[src/rtl/add4_sweep_ctrl.sv]
// rtl/add4_sweep_ctrl.sv - exhaustive self-test sequencer for the add4 adder datapath
module add4_sweep_ctrl #(
    parameter int W      = 4,
    parameter int SETTLE = 1
) (
    input  logic           clk,
    input  logic           rst,
    input  logic           start,
    input  logic           abort,
    output logic [W-1:0]   op_a,
    output logic [W-1:0]   op_b,
    output logic [W-1:0]   op_c,
    output logic [W-1:0]   op_d,
    input  logic [W:0]     dut_sum,
    input  logic           dut_ov,
    output logic           busy,
    output logic           done,
    output logic           pass,
    output logic [4*W-1:0] test_num,
    output logic [4*W:0]   err_cnt,
    output logic           fail_vld,
    output logic [4*W-1:0] fail_vec,
    output logic [W+1:0]   fail_got
);

    typedef enum logic [1:0] {S_IDLE, S_WAIT, S_CHECK, S_DONE} state_t;

    localparam logic [3:0] SETTLE_LAST = 4'(SETTLE - 1);

    state_t       state;
    state_t       state_nx;
    logic [3:0]   settle_cnt;
    logic [W+1:0] gold;
    logic [W+1:0] got;
    logic         mismatch;
    logic         last_vec;
    logic         launch;

    // Operands come straight from the vector index, a in the low bits.
    assign {op_d, op_c, op_b, op_a} = test_num;

    assign gold     = {2'b00, op_a} + {2'b00, op_b} + {2'b00, op_c} + {2'b00, op_d};
    assign got      = {dut_ov, dut_sum};
    assign mismatch = (got != gold);
    assign last_vec = &test_num;
    assign launch   = start && !abort && (state == S_IDLE || state == S_DONE);

    always_comb begin
        state_nx = state;
        busy     = 1'b0;
        done     = 1'b0;
        if (abort) begin
            state_nx = S_IDLE;
        end else begin
            case (state)
                S_IDLE:  if (start) state_nx = S_WAIT;
                S_DONE:  if (start) state_nx = S_WAIT;
                S_WAIT:  if (settle_cnt == SETTLE_LAST) state_nx = S_CHECK;
                S_CHECK: state_nx = last_vec ? S_DONE : S_WAIT;
                default: state_nx = S_IDLE;
            endcase
        end
        busy = (state == S_WAIT) || (state == S_CHECK);
        done = (state == S_DONE);
    end

    assign pass = done && (err_cnt == '0);

    always_ff @(posedge clk) begin
        if (rst) begin
            state      <= S_IDLE;
            settle_cnt <= '0;
            test_num   <= '0;
            err_cnt    <= '0;
            fail_vld   <= 1'b0;
            fail_vec   <= '0;
            fail_got   <= '0;
        end else begin
            state <= state_nx;
            if (launch) begin
                settle_cnt <= '0;
                test_num   <= '0;
                err_cnt    <= '0;
                fail_vld   <= 1'b0;
                fail_vec   <= '0;
                fail_got   <= '0;
            end else if (abort) begin
                // Results are left in place for inspection; only the settle timer restarts.
                settle_cnt <= '0;
            end else begin
                if (state == S_WAIT) begin
                    settle_cnt <= (settle_cnt == SETTLE_LAST) ? 4'd0 : settle_cnt + 4'd1;
                end
                if (state == S_CHECK) begin
                    if (mismatch) begin
                        err_cnt <= err_cnt + 1'b1;
                        if (!fail_vld) begin
                            fail_vld <= 1'b1;
                            fail_vec <= test_num;
                            fail_got <= got;
                        end
                    end
                    if (!last_vec) begin
                        test_num <= test_num + 1'b1;
                    end
                end
            end
        end
    end

endmodule

[config.mk]
export PLATFORM = sky130hd
export DESIGN_NAME = add4_sweep_ctrl
export DESIGN_NICKNAME = d
export VERILOG_FILES = /design/src/rtl/add4_sweep_ctrl.sv
export SDC_FILE = /design/constraint.sdc
export NUM_CORES = 1
export LEC_CHECK = 0
export CAP_MARGIN = 25
export CORE_ASPECT_RATIO = 0.6
export CORE_MARGIN = 5
export CORE_UTILIZATION = 30
export CTS_CLUSTER_DIAMETER = 50
export DETAILED_ROUTE_END_ITERATION = 12
export GPL_ROUTABILITY_DRIVEN = 0
export GPL_TIMING_DRIVEN = 0
export SLEW_MARGIN = 30
export SYNTH_ARGS = -nofsm -noshare
export SYNTH_HDL_FRONTEND = slang
export SYNTH_SLANG_ARGS = --single-unit
[constraint.sdc]
create_clock -name clk -period 5.4 [get_ports clk]
set_input_delay 0.54 -clock clk [delete_from_list [all_inputs] [get_ports clk]]
set_output_delay 0.54 -clock clk [all_outputs]
set_load 0.005 [all_outputs]
# Yosys cells after proc, flatten, opt, wreduce, memory -nomap -nowiden
# Index checks and enable logic that the tools add are counted.
# classes
bitwise_logic,3
mux,5
n_reduce_logical,18
addsub,6
n_eq_ne,6
# op_table
operator,n
"17-bit by 1-bit adder with 17-bit output, second input constant",1
17-bit zero test,1
"16-bit by 1-bit adder with 16-bit output, second input constant",1
16-bit AND reduction,1
5-bit by 4-bit adder with 6-bit output,1
6-bit by 4-bit adder with 6-bit output,1
2-bit two-way mux,3
6-bit != test,1
2-bit case mux with 3 select lines,1
3-bit AND reduction,2
2-bit OR reduction,3
4-bit by 4-bit adder with 5-bit output,1
"4-bit by 1-bit adder with 4-bit output, second input constant",1
"2-bit equality test, second input constant",2
4-bit zero test,1
4-bit two-way mux,1
4-bit AND reduction,1
1-bit logical AND,3
1-bit inverter,3
3-bit OR reduction,1
"2-bit by 1-bit equality test with 1-bit output, second input constant",1
2-bit zero test,1
1-bit logical OR,2
"2-bit by 1-bit != test with 1-bit output, second input constant",1
3 further kinds,3
# word_totals
ff_bits,62
elab_cells,45

# Longest topological paths before layout
# Gate-level depths: netlist of the first run.
# depth
word_depth,5
depth_mapped,13
depth_no_buf,12

# Worst setup path before layout of the first run
# OpenSTA, ideal clock, no wires.
# synth_path
path_kind,register to register
start,register test_num[1]
end,register err_cnt[14]
path_slack_ns,1.870
t_arrival_ns,3.459
path_stages_with_launch,13
synth_period_minus_slack_ns,3.530
path_cell_list,dfxtp_1 -> fa_1 -> inv_1 -> fa_1 -> inv_1 -> ha_1 -> fa_1 -> a21o_2 -> a21oi_1 -> xor2_2 -> and2_4 -> or4_1 -> a21oi_1
# synth_via
elab_chain_len,5
# synth_lines
element,line_no,text
"start, declared",19,"output logic [4*W-1:0] test_num,"
"start signal, assigned",104,test_num <= test_num + 1'b1;
4-bit by 4-bit adder with 5-bit output,42,"assign gold = {2'b00, op_a} + {2'b00, op_b} + {2'b00, op_c} + {2'b00, op_d};"
5-bit by 4-bit adder with 6-bit output,42,
6-bit by 4-bit adder with 6-bit output,42,
6-bit != test,44,assign mismatch = (got != gold);
3-bit AND reduction (no line),n/a,
"end signal, assigned",96,err_cnt <= err_cnt + 1'b1;
"end, declared",20,"output logic [4*W:0] err_cnt,"
# No other way between the ends.
# A chain may end at the register's enable or synchronous reset.

# Final worst setup path of the first run
# layout_path
start,register test_num[1]
end,register fail_vec[2]
# layout_via
elab_chain_len,5
# layout_lines
element,line_no,text
4-bit by 4-bit adder with 5-bit output,42,
5-bit by 4-bit adder with 6-bit output,42,
6-bit by 4-bit adder with 6-bit output,42,
6-bit != test,44,
4-bit AND reduction (no line),n/a,
"end signal, assigned",99,fail_vec <= test_num;
"end, declared",22,"output logic [4*W-1:0] fail_vec,"
# No other way between the ends.

==> results of run 1 <==
## metrics by stage
stage	worst slack (ns)	hold slack (ns)
global route	1.10	0.471
global placement	1.42	0.442
CTS	1.36	0.452
finish	1.35	0.451
floorplan	1.87	0.445
detailed placement	1.38	0.443
## sequential cells by signal (all words and copies together) (netlist names)
signal	flops
err_cnt	17
fail_vec	16
test_num	16
fail_got	6
settle_cnt	4
state	2
fail_vld	1
## worst max-delay path, delay by kind of cell, from the launching register on
family,cells,cell delay [ns]
AO/OA/AOI/OAI,4,1.02
buffers and inverters,3,0.57
XOR/XNOR,1,0.21
flip-flops,1,0.42
adder cells (fa/ha/maj),4,1.67
## routing by layer
metal	part of all wire (%)	wire (microns)	track usage (%)	up-vias
li1	-	-	-	1496
met1	53	5050	21.4	1433
met2	41	3870	21.4	67
met3	5.3	510	5.27	10
met4	1.1	109	4.47	0
met5	0	0	0	-
## area by class of cell
type	count	share of cell area [%]
multi-input cells	270	38.9
flip-flops and latches	62	27.1
repair buffers	84	18.4
clock buffers	10	5.22
plain buffers	32	4.21
well taps	139	3.80
inverters	17	1.39
clock inverters	6	0.985
## synthesized netlist by cell type, types with 3 or more instances
library cell / count
o21ai_1: 10
clkbuf_1: 11
mux2i_1: 3
o31ai_1: 4
a211oi_1: 3
a21oi_1: 18
inv_1: 17
xor2_1: 13
nand3_1: 35
nand2_1: 40
dfxtp_1: 62
xnor2_1: 12
fa_1: 8
buf_2: 3
buf_4: 16
nor2_1: 40
o21ai_0: 14
nand4_1: 13
ha_1: 13
and3_1: 4
## power breakdown
group          internal [W]   total, W  switching (W)  leakage [nW]
Combinational     0.0000154  0.0000433      0.0000279          1.07
Sequential         0.000458   0.000459    0.000000620         0.499
Clock              0.000325   0.000545       0.000220         0.132
## logic make-up (layout without fill, tap and decap cells)
kind of cell    count (synthesis)  count (layout)  synth area share, %
flops                          62              62                 37.9
buf+inv                        49             149                 7.83
compound gates                 64              64                 12.3
fa+ha+maj                      21              21                 9.85
xor+xnor                       27              27                 7.87
mux                             4               4                 1.26
simple gates                  154             154                 23.0
## worst paths after layout
path / start / endpoint / slack (ns) / depth (start not counted)
setup / recovery: test_num[1] / fail_vec[2] / 1.35 / 12
hold / removal: fail_vec[6] / fail_vec[6] / 0.45 / 2
setup reg to reg: test_num[1] / fail_vec[2] / 1.35 / 12
hold reg to reg: fail_vec[6] / fail_vec[6] / 0.45 / 2
==> results_dict.tcl, run 1 <==
set metrics [dict create \
    outcome "finished clean" \
    setup.worst_path.class "register to register" \
    drv_cap 0 \
    dieArea_sq_um 13200 \
    wl_mm 9.53 \
    postCtsSetupRepairBufs 0 \
    cts_tree "done" \
    grt_pass1_vias 3119 \
    clockBufferDepth 2 \
    start_util_pct 30.8 \
    seq_area_frac_synth_pct 37.9 \
    yosysWarnings 0 \
    fmax_ghz 0.247 \
    holdBufCountCts 0 \
    root_buffer "clkbuf_16" \
    setup_viol 0 \
    dp.cells 604 \
    area_delta_synth_final_pct 39.6 \
    relSlewSlack_pct 48.2 \
    grt_pass1_wl_mm 16.0 \
    synth-seq-cells 62 \
    ys_top_cells_by_area "dfxtp_1, nand3_1, ha_1" \
    die_w_microns 145 \
    cts_resized 0 \
    h-tree-depth 3 \
    hpwl_mm 7.34 \
    place_area_sq_um 4290 \
    first_pass_iters 5 \
    slowest_delay_ns 0.57 \
    synth_cell_type_count 51 \
    numCtsBuffers 9 \
    synth_edf_count 0 \
    dieHeight_microns 90.9 \
    cp-start-kind "register" \
    stdcell_area_sq_um 4570 \
    insertion_delay_ns 0.34 \
    crit_chain "fa_1 -> inv_1 -> fa_1 -> inv_1 -> ha_1 -> fa_1 -> a21o_2 -> a21oi_1 -> xor2_2 -> a211oi_4 -> clkbuf_1 -> o21ai_0" \
    drtIter0Drc 152 \
    seq_area_sq_um 1240 \
    synth_flop_cell "dfxtp_1" \
    slowest_stage "fa_1" \
    worstPathArrival_ns 4.24 \
    tightest_slew_ns 0.771 \
    endpoint_kind "register" \
    leakage_nw 1.70 \
    postRouteAntennaNets 0 \
    synth_top_area_share_pct 37.9 \
    peakVddDrop_mv 0.162 \
    vias 3006 \
    cp_max_fo 10 \
    vias_per_cell 4.85 \
    maxSlewViolCount 0 \
    syn_avg_cell_area_sq_um 8.60 \
    grt_max_degree 13 \
    antenna_found_initial 0 \
    finalSetupTns_ns 0 \
    powerDensity_nw_per_um2 229 \
    syn_area_sq_um 3280 \
    clk_pin_slew_worst_paths_ns 0.06 \
    grt_remaining_overflow 0 \
    rsz0062_at_grt "no" \
    min-delay-path-class "register to register" \
    drc 0 \
    synthArstFlopShare_pct 0 \
    crit_top_cell "fa_1" \
    layout_commonest_cell "clkdlybuf4s50_1" \
    fp.coreArea_sq_um 10600 \
    cts_sinks 62 \
    syn-instance-count 381 \
    final_cell_mix "clkdlybuf4s50_1, dfxtp_1, nor2_1, nand2_1, nand3_1" \
    fin_nets 507 \
    final_cells 620 \
    ios 85 \
    fin_skew_ns 0.00746 \
    worst_ep_required_time_ns 5.60 \
    hold_viol 0 \
    fin_crit_sh_pct 74.9 \
    io_buffers 84 \
    min_period_ns 4.05 \
    total_power_w 0.00105 \
    post-route-util_pct 43.0 \
    grtUsageTotal_pct 15.0 \
    drive_above_1_share_pct 10.2 \
    rows 29 \
    syn_nets 412 \
    routedWlPerCell_microns 15.4 \
    n_antenna_cell 0 \
    nFillCells 1030 \
    multiInputGateArea_sq_um 1780 \
    synth_top_area_cell "dfxtp_1" \
]
Power figures use the tool's default switching activity.
==> run 2, diff against run 1 <==
Clock period 5.4 ns to 3.9 ns, I/O delays scaled along.
==> run 2 against run 1 <==
  * Critical path depth up 1
  * Clock skew up 0.0016 ns
  * Count of clock-buffer cells in the layout unchanged
==> results_dict.tcl, run 2 (same netlist as run 1, synthesis figures left out) <==
set metrics [dict create \
    vias_per_cell 4.88 \
    crit_chain "fa_1 -> inv_1 -> fa_1 -> inv_1 -> ha_1 -> fa_1 -> a21o_2 -> a21oi_4 -> xor2_4 -> a211oi_2 -> buf_6 -> a21oi_1 -> a31o_2" \
    postRouteAntennaNets 0 \
    top_regs "err_cnt x17, fail_vec x16, test_num x16" \
    grt_pass1_wl_mm 16.0 \
    powerDensity_nw_per_um2 312 \
    start_util_pct 30.8 \
    cp-start-kind "register" \
    drv_cap 0 \
    maxSlewViolCount 0 \
    n_antenna_cell 0 \
    slowest_stage "fa_1" \
    area_delta_synth_final_pct 41.8 \
    cts_sinks 62 \
    grt_remaining_overflow 0 \
    drive_above_1_share_pct 11.4 \
    largest_register_ffs 17 \
    rsz0062_at_grt "no" \
    cts_tree "done" \
    insertion_delay_ns 0.34 \
    io_buffers 84 \
    cp_max_fo 10 \
    crit_top_cell "fa_1" \
    worstPathArrival_ns 3.98 \
    drc 0 \
    grt_pass1_vias 3125 \
    dp_slack_ns -0.125 \
    min-delay-path-class "register to register" \
    antenna_found_initial 0 \
    worst_ep_required_time_ns 4.12 \
    ios 85 \
    dieHeight_microns 90.9 \
    first_pass_iters 4 \
    die_w_microns 145 \
    path_delay_family "adder cells" \
    numCtsBuffers 9 \
    vias 3039 \
    dieArea_sq_um 13200 \
    hold_ws_ns 0.452 \
    setup_viol 0 \
    fp.coreArea_sq_um 10600 \
    root_buffer "clkbuf_16" \
    routedWlPerCell_microns 15.4 \
    grt_max_degree 13 \
    wl_mm 9.61 \
    grtUsageTotal_pct 15.1 \
    place_area_sq_um 4290 \
    finalSetupTns_ns 0 \
    rows 29 \
    setup.worst_path.class "register to register" \
    slowest_delay_ns 0.55 \
    relSlewSlack_pct 48.4 \
    stdcell_area_sq_um 4650 \
    endpoint_kind "register" \
    tightest_slew_ns 0.768 \
    top_register "err_cnt" \
    fin_skew_ns 0.00911 \
    final_cell_mix "clkdlybuf4s50_1, dfxtp_1, nor2_1, nand2_1, nand3_1" \
    fmax_ghz 0.266 \
    clockBufferDepth 2 \
    outcome "finished clean" \
    fin_nets 510 \
    hpwl_mm 7.34 \
    hold_viol 0 \
    peakVddDrop_mv 0.221 \
    layout_commonest_cell "clkdlybuf4s50_1" \
    fin_crit_sh_pct 96.3 \
    h-tree-depth 3 \
    setup_slack_ns 0.145 \
    crit_buf_inv 3 \
    drtIter0Drc 162 \
    leakage_nw 1.73 \
    clk_pin_slew_worst_paths_ns 0.06 \
    min_period_ns 3.75 \
]
## run 2: changes by cell type in the layout (fill, tap and decap cells not counted), sizes merged
cell    before  now
buf         20   22
clkbuf      22   23
## run 2: worst paths after layout
| path | start | to | slack, ns | cells past startpoint |
|---|---|---|---|---|
| worst max-delay path | test_num[5] | err_cnt[7] | 0.15 | 13 |
| worst min register to register | fail_vec[6] | fail_vec[6] | 0.45 | 2 |
| worst min-delay path | fail_vec[6] | fail_vec[6] | 0.45 | 2 |
| worst max register to register | test_num[5] | err_cnt[7] | 0.15 | 13 |
## run 2: stage by stage
stage                     total power (W)  instances  utilization (%)
final                             0.00145        623             43.7
after global routing              0.00150        623             43.7
after CTS                         0.00147        621             43.1
after detailed placement         0.000709        604             40.4
after global placement           0.000708        604             40.4
after floorplan                  0.000682        381                -
## run 2: power breakdown
part           switching (W)  internal [W]  total [W]
clock network       0.000303      0.000450   0.000753
registers        0.000000862      0.000634   0.000635
logic              0.0000392     0.0000222  0.0000614
## run 2: timing repair
item | CTS | global route
hold buffers | 0 | 0
buffers inserted | 1 | 2
pin swaps | 1 | 3
gates resized for setup | 2 | 8
setup endpoints to repair | 10 | 36
## run 2: area by class of cell
class / instances / area [sq um]
Buffer: 32 / 205
Timing Repair Buffer: 87 / 876
Sequential cell: 62 / 1240
Inverter: 17 / 63.8
Multi-Input combinational cell: 270 / 1800
Tap cell: 139 / 174
Clock inverter: 6 / 45.0
Fill cell: 1025 / 5990
Clock buffer: 10 / 239
## run 2: worst min-delay path: stages, from the launching register on
cell and delay, ns:
dfxtp_1 0.31, nand2_1 0.05, o21ai_1 0.05
## run 2: routing by layer
metal,share of wire [%],global-route usage (%),up-vias
met5,0,0,-
met4,0.75,4.47,0
met2,41,21.5,84
li1,-,-,1502
met1,51,21.4,1447
met3,6.6,5.27,6
